`src/rtl/instr_fetch_unit_if.sv`:
```
// Fetch-stage bus: stall/branch control in, instruction memory port, and the
// instruction/PC/valid bundle handed to the IF/ID register.
interface instr_fetch_unit_if;
  logic        StallIN;
  logic        BranchTakenIN;
  logic [15:0] BranchTargetIN;
  logic [15:0] ImemAddrOUT;
  logic [31:0] ImemDataIN;
  logic [31:0] InstructionOUT;
  logic [15:0] PcOUT;
  logic        ValidOUT;
  logic        HaltedOUT;

  // Fetch unit side
  modport master (
    input  StallIN, BranchTakenIN, BranchTargetIN, ImemDataIN,
    output ImemAddrOUT, InstructionOUT, PcOUT, ValidOUT, HaltedOUT
  );

  // Pipeline / memory side
  modport slave (
    output StallIN, BranchTakenIN, BranchTargetIN, ImemDataIN,
    input  ImemAddrOUT, InstructionOUT, PcOUT, ValidOUT, HaltedOUT
  );
endinterface

```
`src/rtl/instr_fetch_unit.sv`:
```
// Instruction fetch stage: owns the PC, drives a synchronous instruction
// memory (1-cycle read latency) and presents one instruction per cycle with
// its PC and a valid flag. Supports stall replay, branch redirect with a
// single bubble, and a halt opcode that freezes fetch until reset.
module instr_fetch_unit #(
  parameter logic [15:0] RESET_PC    = 16'h0000,
  parameter logic [4:0]  HALT_OPCODE = 5'b11111,
  parameter logic [31:0] NOP_WORD    = 32'h00000000
) (
  input logic               clk,
  input logic               rst_n,
  instr_fetch_unit_if.master bus
);

  localparam logic [0:0] RUN    = 1'b0;
  localparam logic [0:0] HALTED = 1'b1;

  logic [15:0] pc;       // next address to issue
  logic [15:0] ifPc;     // address whose data is on ImemDataIN
  logic        ifValid;  // in-flight address is on-path
  logic [0:0]  state;

  logic running;
  logic validNow;
  logic haltNow;

  // Output validity and halt detection for the word currently on the bus
  always_comb begin
    running  = (state == RUN);
    validNow = ifValid & ~bus.BranchTakenIN & running;
    haltNow  = validNow & ~bus.StallIN &
               (bus.ImemDataIN[31:27] == HALT_OPCODE);
  end

  // Downstream-facing outputs
  always_comb begin
    bus.ValidOUT       = validNow;
    bus.InstructionOUT = validNow ? bus.ImemDataIN : NOP_WORD;
    bus.PcOUT          = ifPc;
    bus.HaltedOUT      = ~running;
  end

  // Memory address select: a stall re-issues the in-flight address so the
  // same data comes back next cycle, which is what holds the output steady.
  always_comb begin
    if (!running) begin
      bus.ImemAddrOUT = pc;
    end else if (bus.BranchTakenIN) begin
      bus.ImemAddrOUT = bus.BranchTargetIN;
    end else if (bus.StallIN) begin
      bus.ImemAddrOUT = ifPc;
    end else begin
      bus.ImemAddrOUT = pc;
    end
  end

  // PC / in-flight tracking and RUN/HALTED state
  always_ff @(posedge clk) begin
    if (!rst_n) begin
      pc      <= RESET_PC;
      ifPc    <= RESET_PC;
      ifValid <= 1'b0;
      state   <= RUN;
    end else if (running) begin
      if (bus.BranchTakenIN) begin
        ifPc    <= bus.BranchTargetIN;
        ifValid <= 1'b1;
        pc      <= bus.BranchTargetIN + 16'd1;
      end else if (bus.StallIN) begin
        pc      <= pc;
        ifPc    <= ifPc;
        ifValid <= ifValid;
      end else if (haltNow) begin
        // Halt word is accepted this cycle; fetch freezes with pc held.
        ifValid <= 1'b0;
        state   <= HALTED;
      end else begin
        ifPc    <= pc;
        ifValid <= 1'b1;
        pc      <= pc + 16'd1;
      end
    end
  end

endmodule

```
`src/flat_wrapper.sv`:
```
// flat-port wrapper written by rule: the top's interface ports become plain ports
module instr_fetch_unit_flat 
#(
  parameter logic [15:0] RESET_PC    = 16'h0000,
  parameter logic [4:0]  HALT_OPCODE = 5'b11111,
  parameter logic [31:0] NOP_WORD    = 32'h00000000
)
  (clk, rst_n, bus_StallIN, bus_BranchTakenIN, bus_BranchTargetIN, bus_ImemDataIN, bus_ImemAddrOUT, bus_InstructionOUT, bus_PcOUT, bus_ValidOUT, bus_HaltedOUT);
  instr_fetch_unit_if bus_i ();
  input logic clk;
  input logic rst_n;
  input wire logic [$bits(bus_i.StallIN)-1:0] bus_StallIN;
  input wire logic [$bits(bus_i.BranchTakenIN)-1:0] bus_BranchTakenIN;
  input wire logic [$bits(bus_i.BranchTargetIN)-1:0] bus_BranchTargetIN;
  input wire logic [$bits(bus_i.ImemDataIN)-1:0] bus_ImemDataIN;
  output wire logic [$bits(bus_i.ImemAddrOUT)-1:0] bus_ImemAddrOUT;
  output wire logic [$bits(bus_i.InstructionOUT)-1:0] bus_InstructionOUT;
  output wire logic [$bits(bus_i.PcOUT)-1:0] bus_PcOUT;
  output wire logic [$bits(bus_i.ValidOUT)-1:0] bus_ValidOUT;
  output wire logic [$bits(bus_i.HaltedOUT)-1:0] bus_HaltedOUT;
  assign bus_i.StallIN = bus_StallIN;
  assign bus_i.BranchTakenIN = bus_BranchTakenIN;
  assign bus_i.BranchTargetIN = bus_BranchTargetIN;
  assign bus_i.ImemDataIN = bus_ImemDataIN;
  assign bus_ImemAddrOUT = bus_i.ImemAddrOUT;
  assign bus_InstructionOUT = bus_i.InstructionOUT;
  assign bus_PcOUT = bus_i.PcOUT;
  assign bus_ValidOUT = bus_i.ValidOUT;
  assign bus_HaltedOUT = bus_i.HaltedOUT;
  instr_fetch_unit #(.RESET_PC(RESET_PC), .HALT_OPCODE(HALT_OPCODE), .NOP_WORD(NOP_WORD)) u_core (.clk(clk), .rst_n(rst_n), .bus(bus_i));
endmodule
```
`config.mk`:
```
export PLATFORM = sky130hd
export DESIGN_NAME = instr_fetch_unit_flat
export DESIGN_NICKNAME = d
export VERILOG_FILES = /design/src/rtl/instr_fetch_unit_if.sv /design/src/rtl/instr_fetch_unit.sv /design/src/flat_wrapper.sv
export SDC_FILE = /design/constraint.sdc
export NUM_CORES = 1
export LEC_CHECK = 0
export CORE_ASPECT_RATIO = 2
export CORE_MARGIN = 2
export CORE_UTILIZATION = 42
export DETAILED_ROUTE_END_ITERATION = 16
export GPL_TIMING_DRIVEN = 0
export PLACE_DENSITY = 0.81
export SLEW_MARGIN = 15
export SYNTH_ARGS = -nofsm -noshare
export SYNTH_HDL_FRONTEND = slang
export SYNTH_SLANG_ARGS = --single-unit
```
`constraint.sdc`:
```
create_clock -name clk -period 2.75 [get_ports clk]
set_input_delay 0.55 -clock clk [delete_from_list [all_inputs] [get_ports clk]]
set_output_delay 0.55 -clock clk [all_outputs]
set_load 0.05 [all_outputs]
```
==> results.json, run 1 <==
{
  "outcome": "finished clean",
  "first_iter_violations": 193,
  "num_vias": 3341,
  "coreArea_sq_um": 5960,
  "clockPowerShare_pct": 34.0,
  "cap_violations": 0,
  "switching_share_pct": 35.8,
  "ys_warn_count": 0,
  "synth_seq_area_share_pct": 26.7,
  "synth_edf_count": 0,
  "p_leak_nw": 1.64,
  "cts_sinks": 34,
  "seqCellArea_sq_um": 681,
  "antennaDiodeCount": 0,
  "p_int_mw": 1.21,
  "cts_tree": "done",
  "hpwl_um": 8040,
  "fin_hold_ws_ps": 503,
  "place_congestion": 0.952,
  "wl_per_cell_um": 19.6,
  "ios": 118,
  "tns_ps": 0,
  "clock_path_buffers": 2,
  "cts_buffers": 5,
  "grt.total_usage_pct": 31.8,
  "fin_ws_ps": 52.1,
  "hold_viol_final": 0,
  "period_minus_slack_ps": 2700,
  "dieArea_sq_um": 6760,
  "share_comb_of_total_power_pct": 36.0,
  "synth_xor_area_share_pct": 0.686,
  "ant_nets": 0,
  "die_width_um": 59.1,
  "grt_pass1_wl_um": 16200,
  "cts_hold_buf": 0,
  "fin_area_sq_um": 3970,
  "seqPwrFrac_pct": 29.9,
  "start_util_pct": 42.9,
  "post-place-ws_ps": -1660,
  "worst_setup_path_end_kind": "primary output",
  "hp-class": "flop to flop",
  "required_ps": 2200,
  "crit_type": "primary input to primary output",
  "max_freq_mhz": 371,
  "fin_crit_sh_pct": 98.1,
  "finClkSkew_ps": 7.77,
  "die_height_um": 114,
  "p_per_area_nw_per_um2": 474,
  "worstPathArrival_ps": 2150,
  "root_buffer": "clkbuf_16",
  "ir_drop_uv": 555,
  "grt_pass1_vias": 3210,
  "rsz0062_at_grt": "false",
  "synth_cell_type_count": 47,
  "num_rows": 40,
  "overflow": 0,
  "port_buffers": 116,
  "setup_viol": 0,
  "syn_avg_cell_area_sq_um": 7.30,
  "grt_start_max_net_pins": 11,
  "power.switching_mw": 0.675,
  "postSynth.asyncResetShare_pct": 0,
  "ys_ff_latch": 34,
  "final_core_utilization_pct": 66.7,
  "wl_um": 10700,
  "slew_headroom_pct": 45.6,
  "cts_max_level": 2,
  "drc": 0,
  "ys_dominant_reg_cell": "dfxtp_1",
  "drive_above_1_share_pct": 20.8,
  "start_kind": "primary input",
  "syn2layout_area_growth_pct": 55.6,
  "syn_nets": 403,
  "synth_top_family_by_area": "simple AND/OR/NAND/NOR gates",
  "antenna_found_initial": 0,
  "netlist_instances": 350,
  "synth_area_sq_um": 2550,
  "final_nets": 532,
  "tightest_slew_ps": 817,
  "crit_fanout": 10,
  "synth_fa_ha_area_share_pct": 0.490,
  "synth_compound_area_share_pct": 29.2,
  "synth_simple_gate_area_share_pct": 29.5,
  "slew_violations": 0,
  "viasPerCell": 6.15,
  "synthMuxAreaShare_pct": 7.59,
  "fill_cells": 557,
  "first_pass_iters": 5,
  "multi_input_area_sq_um": 1810,
  "place_area_sq_um": 3850,
  "clkTransAtPathRegs_ps": 60,
  "worstSkewPairLatency_ps": 280
}
==> Yosys cell counts (all sizes together), types with 7 or more instances <==
| library cell | instances | area, sq um |
|---|---|---|
| a211oi | 15 | 113 |
| nand3 | 20 | 105 |
| a22oi | 18 | 135 |
| dfxtp | 34 | 681 |
| o211ai | 7 | 52.6 |
| buf | 10 | 52.6 |
| mux2i | 16 | 160 |
| o21ai | 33 | 165 |
| clkbuf | 21 | 78.8 |
| and2 | 33 | 206 |
| nand2 | 30 | 113 |
| a21oi | 16 | 83.8 |
| nor2 | 30 | 113 |
==> worst max-delay path, cell delays in order <==
cell,delay [ps]
dlygate4sd2_1,290
buf_6,170
buf_4,170
buf_4,190
o21ai_4,150
clkbuf_4,240
nand2_1,90
o21ai_2,60
buf_4,210
==> layer usage <==
layer  up-vias  wire length [um]  GRT usage (%)
met5         -                 0              0
met4         0               586           19.7
met3        42               931           7.46
met2       210              5720           58.5
met1      1536              3430           29.9
li1       1553                 -              -
==> state kept, by name, indices dropped and copies added, names as in the netlist <==
signal / flops
u_core.ifValid: 1
u_core.bus.PcOUT: 16
u_core.pc: 16
u_core.bus.HaltedOUT: 1
==> path summary, 6_finish.rpt <==
kind,from,endpoint,slack [ps],cells past startpoint
worst max-delay path,bus_BranchTakenIN,bus_ImemAddrOUT[6],50,9
worst min-delay path,u_core.ifValid,u_core.ifValid,500,2
worst max register to register,u_core.bus.HaltedOUT,u_core.bus.PcOUT[9],440,6
worst min register to register,u_core.ifValid,u_core.ifValid,500,2
==> area by class of cell <==
class / count / share of cell area [%]
clock buffers: 7 / 3.34
multi-input cells: 280 / 45.5
well taps: 63 / 1.98
flip-flops and latches: 34 / 17.1
repair buffers: 122 / 26.2
inverters: 5 / 0.504
plain buffers: 31 / 4.66
clock inverters: 1 / 0.756
==> per-stage QoR <==
step                      total power, mW  instances
after detailed placement             1.25        529
after global placement               1.24        529
after CTS                            1.87        540
after floorplan                     0.979        350
after global routing                 1.94        543
final                                1.88        543
==> cells by family (layout without fill, tap and decap cells) <==
logic type | Yosys count | in the layout
adder cells (fa/ha/maj) | 1 | 1
AND/OR/NAND/NOR | 145 | 145
multiplexers | 19 | 19
XOR/XNOR | 2 | 2
AO/OA/AOI/OAI | 113 | 113
buffers and inverters | 36 | 166
flip-flops | 34 | 34
==> placed cells by master (no fill, tap or decap), types with 2 or more instances in the layout <==
cell type        Yosys  final
a211oi_1            15     14
a21boi_0             4      4
a21oi_1             15     15
a22oi_1             18     18
a311o_1              2      2
a31oi_1              6      6
and2_1              33     33
and3_1               5      5
buf_2                6     33
buf_4                0     18
buf_6                1      9
clkbuf_1            21     16
clkbuf_16            0      5
clkbuf_2             0      3
clkbuf_4             0      2
clkbuf_8             0      2
clkdlybuf4s50_1      0     65
dfxtp_1             34     34
dlygate4sd2_1        0      4
inv_1                4      3
mux2_2               3      3
mux2i_1             16     16
nand2_1             30     30
nand3_1             19     19
nand3b_1             6      6
nand4_1              3      3
nand4b_1             5      5
nor2_1              30     29
nor2b_1              3      2
nor3_1               6      6
o211ai_1             7      7
o21ai_0             32     16
o21ai_1              1      2
o21ai_2              0     14
or4_1                2      2
xnor2_1              2      2
==> timing repair <==
item / CTS / global route
buffers inserted: 3 / 3
pin swaps: 1 / 1
gates resized for setup: 276 / 10
endpoints found under the hold margin: 0 / 0
endpoints found under the setup margin: 65 / 15
==> power groups by stage <==
stage	combinational (mW)	clock (mW)	sequential [mW]
2_1_floorplan	0.347	0	0.631
3_3_place_gp	0.670	0	0.572
3_5_place_dp	0.676	0	0.572
4_1_cts	0.668	0.644	0.562
5_1_grt	0.714	0.662	0.567
6_report	0.678	0.641	0.564
Power figures use the tool's default switching activity.
==> inputs of run 2 (changes only) <==
- CORE_UTILIZATION: 42 -> 40
- PLACE_DENSITY: 0.81 -> 0.78
==> run 2 against run 1 <==
Compared with the run above:
- worst hold slack got worse by 2.7 ps
- power fell by 2.7%
- die area rose by 4.7%
- register-to-register slack barely moved
- cell area rose by 1.6%
- clock skew fell by 5.2 ps
- core utilization fell by 2.2 points
- sequential power barely moved
- clock power fell by 10%
- largest cell class unchanged
==> results.json, run 2 (same netlist as run 1, synthesis figures left out) <==
{
  "outcome": "finished clean",
  "antennaDiodeCount": 0,
  "slew_violations": 0,
  "wl_per_cell_um": 19.2,
  "required_ps": 2940,
  "crit_type": "primary input to flop",
  "die_height_um": 117,
  "num_vias": 3398,
  "cts_max_level": 2,
  "hpwl_um": 7940,
  "worst_setup_path_end_kind": "flop",
  "viasPerCell": 5.95,
  "fin_area_sq_um": 4040,
  "grt_pass1_wl_um": 16500,
  "post-place-ws_ps": -1640,
  "final_nets": 537,
  "clkTransAtPathRegs_ps": 50,
  "worstSkewPairLatency_ps": 290,
  "tns_ps": 0,
  "slew_headroom_pct": 46.0,
  "p_leak_nw": 1.67,
  "worstPathArrival_ps": 2880,
  "cts_sinks": 34,
  "crit_fanout": 10,
  "final_common_cell": "clkdlybuf4s50_1",
  "grt_start_max_net_pins": 11,
  "grt_use_met3_pct": 5.93,
  "ant_nets": 0,
  "clock_path_buffers": 2,
  "start_kind": "primary input",
  "antenna_found_initial": 0,
  "first_iter_violations": 205,
  "die_width_um": 60.5,
  "drc": 0,
  "grt.total_usage_pct": 31.5,
  "fin_crit_sh_pct": 97.9,
  "fin_ws_ps": 58.4,
  "hp-class": "flop to flop",
  "max_freq_mhz": 372,
  "syn2layout_area_growth_pct": 58.1,
  "port_buffers": 116,
  "tightest_slew_ps": 810,
  "cts_tree": "done",
  "ir_drop_uv": 427,
  "start_util_pct": 40.8,
  "coreArea_sq_um": 6260,
  "ios": 118,
  "cts_hold_buf": 0,
  "first_pass_iters": 7,
  "num_rows": 41,
  "hold_viol_final": 0,
  "drive_above_1_share_pct": 21.6,
  "overflow": 0,
  "grt_pass1_vias": 3342,
  "place_area_sq_um": 3870,
  "use_met2_pct": 58.5,
  "p_per_area_nw_per_um2": 454,
  "dieArea_sq_um": 7080,
  "wl_um": 11000,
  "cts_buffers": 5,
  "layout_common_cells": "clkdlybuf4s50_1, dfxtp_1, and2_1, buf_2, nand2_1",
  "grt_most_used_layer": "met2",
  "root_buffer": "clkbuf_16",
  "place_congestion": 0.987,
  "finClkSkew_ps": 2.62,
  "cap_violations": 0,
  "period_minus_slack_ps": 2690,
  "setup_viol": 0,
  "use_met1_pct": 28.9
}
-- run 2: changes by cell type in the layout (fill, tap and decap cells not counted), sizes merged --
cell	before	now
bufinv	1	0
clkbuf	28	29
clkinv	1	2
buf	61	65
-- run 2: layout make-up --
cell class	count	area, sq um
fillers	601	2220
multi-input cells	280	1800
repair buffers	127	1090
flip-flops and latches	34	681
plain buffers	31	195
clock buffers	7	143
well taps	86	108
inverters	5	20.0
clock inverters	1	5.00
-- run 2: report_power, final --
group	internal (mW)	total, mW	switching [mW]
Sequential	0.530	0.564	0.0337
Clock	0.359	0.577	0.218
Combinational	0.257	0.691	0.433
-- run 2: timing repair --
| action | in CTS | in global routing |
|---|---|---|
| resized for setup | 287 | 2 |
| endpoints found under the setup margin | 59 | 9 |
| gates cloned | 1 | 0 |
| pin swaps | 1 | 0 |
| setup buffers | 9 | 0 |
-- run 2: worst max-delay path, stage by stage --
cell and delay [ps]:
dlygate4sd2_1 310, buf_2 220, nand4b_1 200, o211a_1 280
clkbuf_1 410, clkbuf_1 530, nor2_1 100, a211oi_1 270
-- run 2: final timing paths --
| kind | cells past startpoint | slack, ps | from | to |
|---|---|---|---|---|
| setup / recovery | 8 | 60 | bus_BranchTakenIN | u_core.bus.PcOUT[12] |
| hold / removal | 2 | 500 | u_core.ifValid | u_core.ifValid |
| setup reg to reg | 6 | 430 | u_core.bus.HaltedOUT | u_core.bus.PcOUT[12] |
| hold reg to reg | 2 | 500 | u_core.ifValid | u_core.ifValid |
-- run 2: layer usage --
| layer | part of all wire (%) | vias to the layer above |
|---|---|---|
| met1 | 33 | 1574 |
| li1 | - | 1559 |
| met4 | 6.5 | 0 |
| met3 | 8.7 | 51 |
| met2 | 52 | 214 |
| met5 | 0 | - |
-- run 2: metrics by stage --
stage	cells	util [%]	hold slack (ps)	total power [mW]
after floorplan	350	-	460	0.979
after detailed placement	552	61.9	491	1.25
final	571	64.5	500	1.83
after global placement	552	61.9	484	1.24
after CTS	570	64.3	498	1.83
after global routing	571	64.5	530	1.89
==> edit (config.mk and constraints of run 1) <==
Make the reset (`rst_n`) asynchronous in one clocked block.
--- a/src/rtl/instr_fetch_unit.sv
+++ b/src/rtl/instr_fetch_unit.sv
@@ -55,7 +55,7 @@
   end
 
   // PC / in-flight tracking and RUN/HALTED state
-  always_ff @(posedge clk) begin
+  always_ff @(posedge clk or negedge rst_n) begin
     if (!rst_n) begin
       pc      <= RESET_PC;
       ifPc    <= RESET_PC;
Function: differs if rst_n is asserted again (counterexample within 4 cycles, from zero or initial values and one cycle with rst_n low); with rst_n held inactive, the same outputs for 10 cycles.
==> edit against run 1 <==
Wire length fell by 8.8%. Highest routed layer unchanged. Area after synthesis rose by 8.6%. Synthesized cell count fell by 0.29%. Register-to-register slack improved by 0.23 ns. Design area rose by 6.5%. Worst setup slack improved by 0.024 ns. Sequential share of layout area rose by 3.0 points. Maximum frequency rose by 0.91%. Sequential cell count did not move.
Power is not compared: it rests on default switching activity, and its combinational part moved more than twofold at a synthesized area within 25%.
==> edit: results <==
logic_synthesis:
  synthArstFlopShare: 1.000
  synth_common_cells: "o21ai_0 (37), and2_1 (35), dfrtp_1 (34), nand2_1 (34), a21oi_1 (27)"
  ys_types: 46
  syn_nets: 402
  ys_seq_area_frac: 0.3069
  yosys-top-cells-area: "dfrtp_1 (31%), and2_1 (7.9%), o21ai_0 (6.7%)"
  synth_xor_area_frac: 0.03475
  synth_fa_ha_area_frac: 0.004513
layout:
  stdcell_area_um2: 4232
  buffers: 143
  clock_area_frac: 0.03489
  multi_input_area_um2: 1812
  nFlopsAndLatches: 34
  fill_cells: 581
  layout.nonclk_buf_frac: 0.3087
  drive_gt1_frac: 0.1688
  fin_cells: 560
  nets: 526
  inverters: 2
placement:
  dp.cells: 553
  gp_congestion: 0.9729
  place_area_um2: 4068
  place_ws_ns: -1.307
  dp_hpwl_mm: 7.379
  portBuffers: 117
sta:
  relSlewSlack: 0.6104
  timing.final.ws_setup_ns: 0.07644
  holdWs_ns: 0.09201
  skew_ns: 0.002762
critical_path:
  reg2regPathDepth: 5
  slowest_stage: "clkdlybuf4s18_2"
  arrival_ns: 2.12
  crit_path_max_fanout: 19
  max_stage_delay_ns: 0.39
detailed_routing:
  via_per_inst: 5.704
  wirelength_mm: 9.722
global_route:
  grt_usage: 0.2777
  grt_pass1_vias: 3211
  grt_pass1_wl_mm: 15.33
cts:
  post_cts_buffers: 0
  cts.repair.resized: 185
run_status:
  status: "finished clean"
hold_path:
  hold_path_class: "input port to asynchronous set/reset pin"
edit: cell count changes in the layout (fill, tap and decap cells not counted), moves of 12 or more:
| cell | before | now |
|---|---|---|
| nor2b_1 | 2 | 23 |
| dfrtp_1 | 0 | 34 |
| clkdlybuf4s15_2 | 1 | 26 |
| buf_2 | 33 | 11 |
| nor2_1 | 29 | 12 |
| a21oi_1 | 15 | 27 |
| dfxtp_1 | 34 | 0 |
| o21ai_2 | 14 | 0 |
| a211oi_1 | 14 | 1 |
edit: metal layers:
| metal | global-route usage | routed length, µm | share of wire |
|---|---|---|---|
| met1 | 0.3119 | 3552 | 0.37 |
| met2 | 0.4801 | 5171 | 0.53 |
| met3 | 0.05755 | 728 | 0.075 |
| met4 | 0.1197 | 270 | 0.028 |
| met5 | 0 | 0 | 0 |
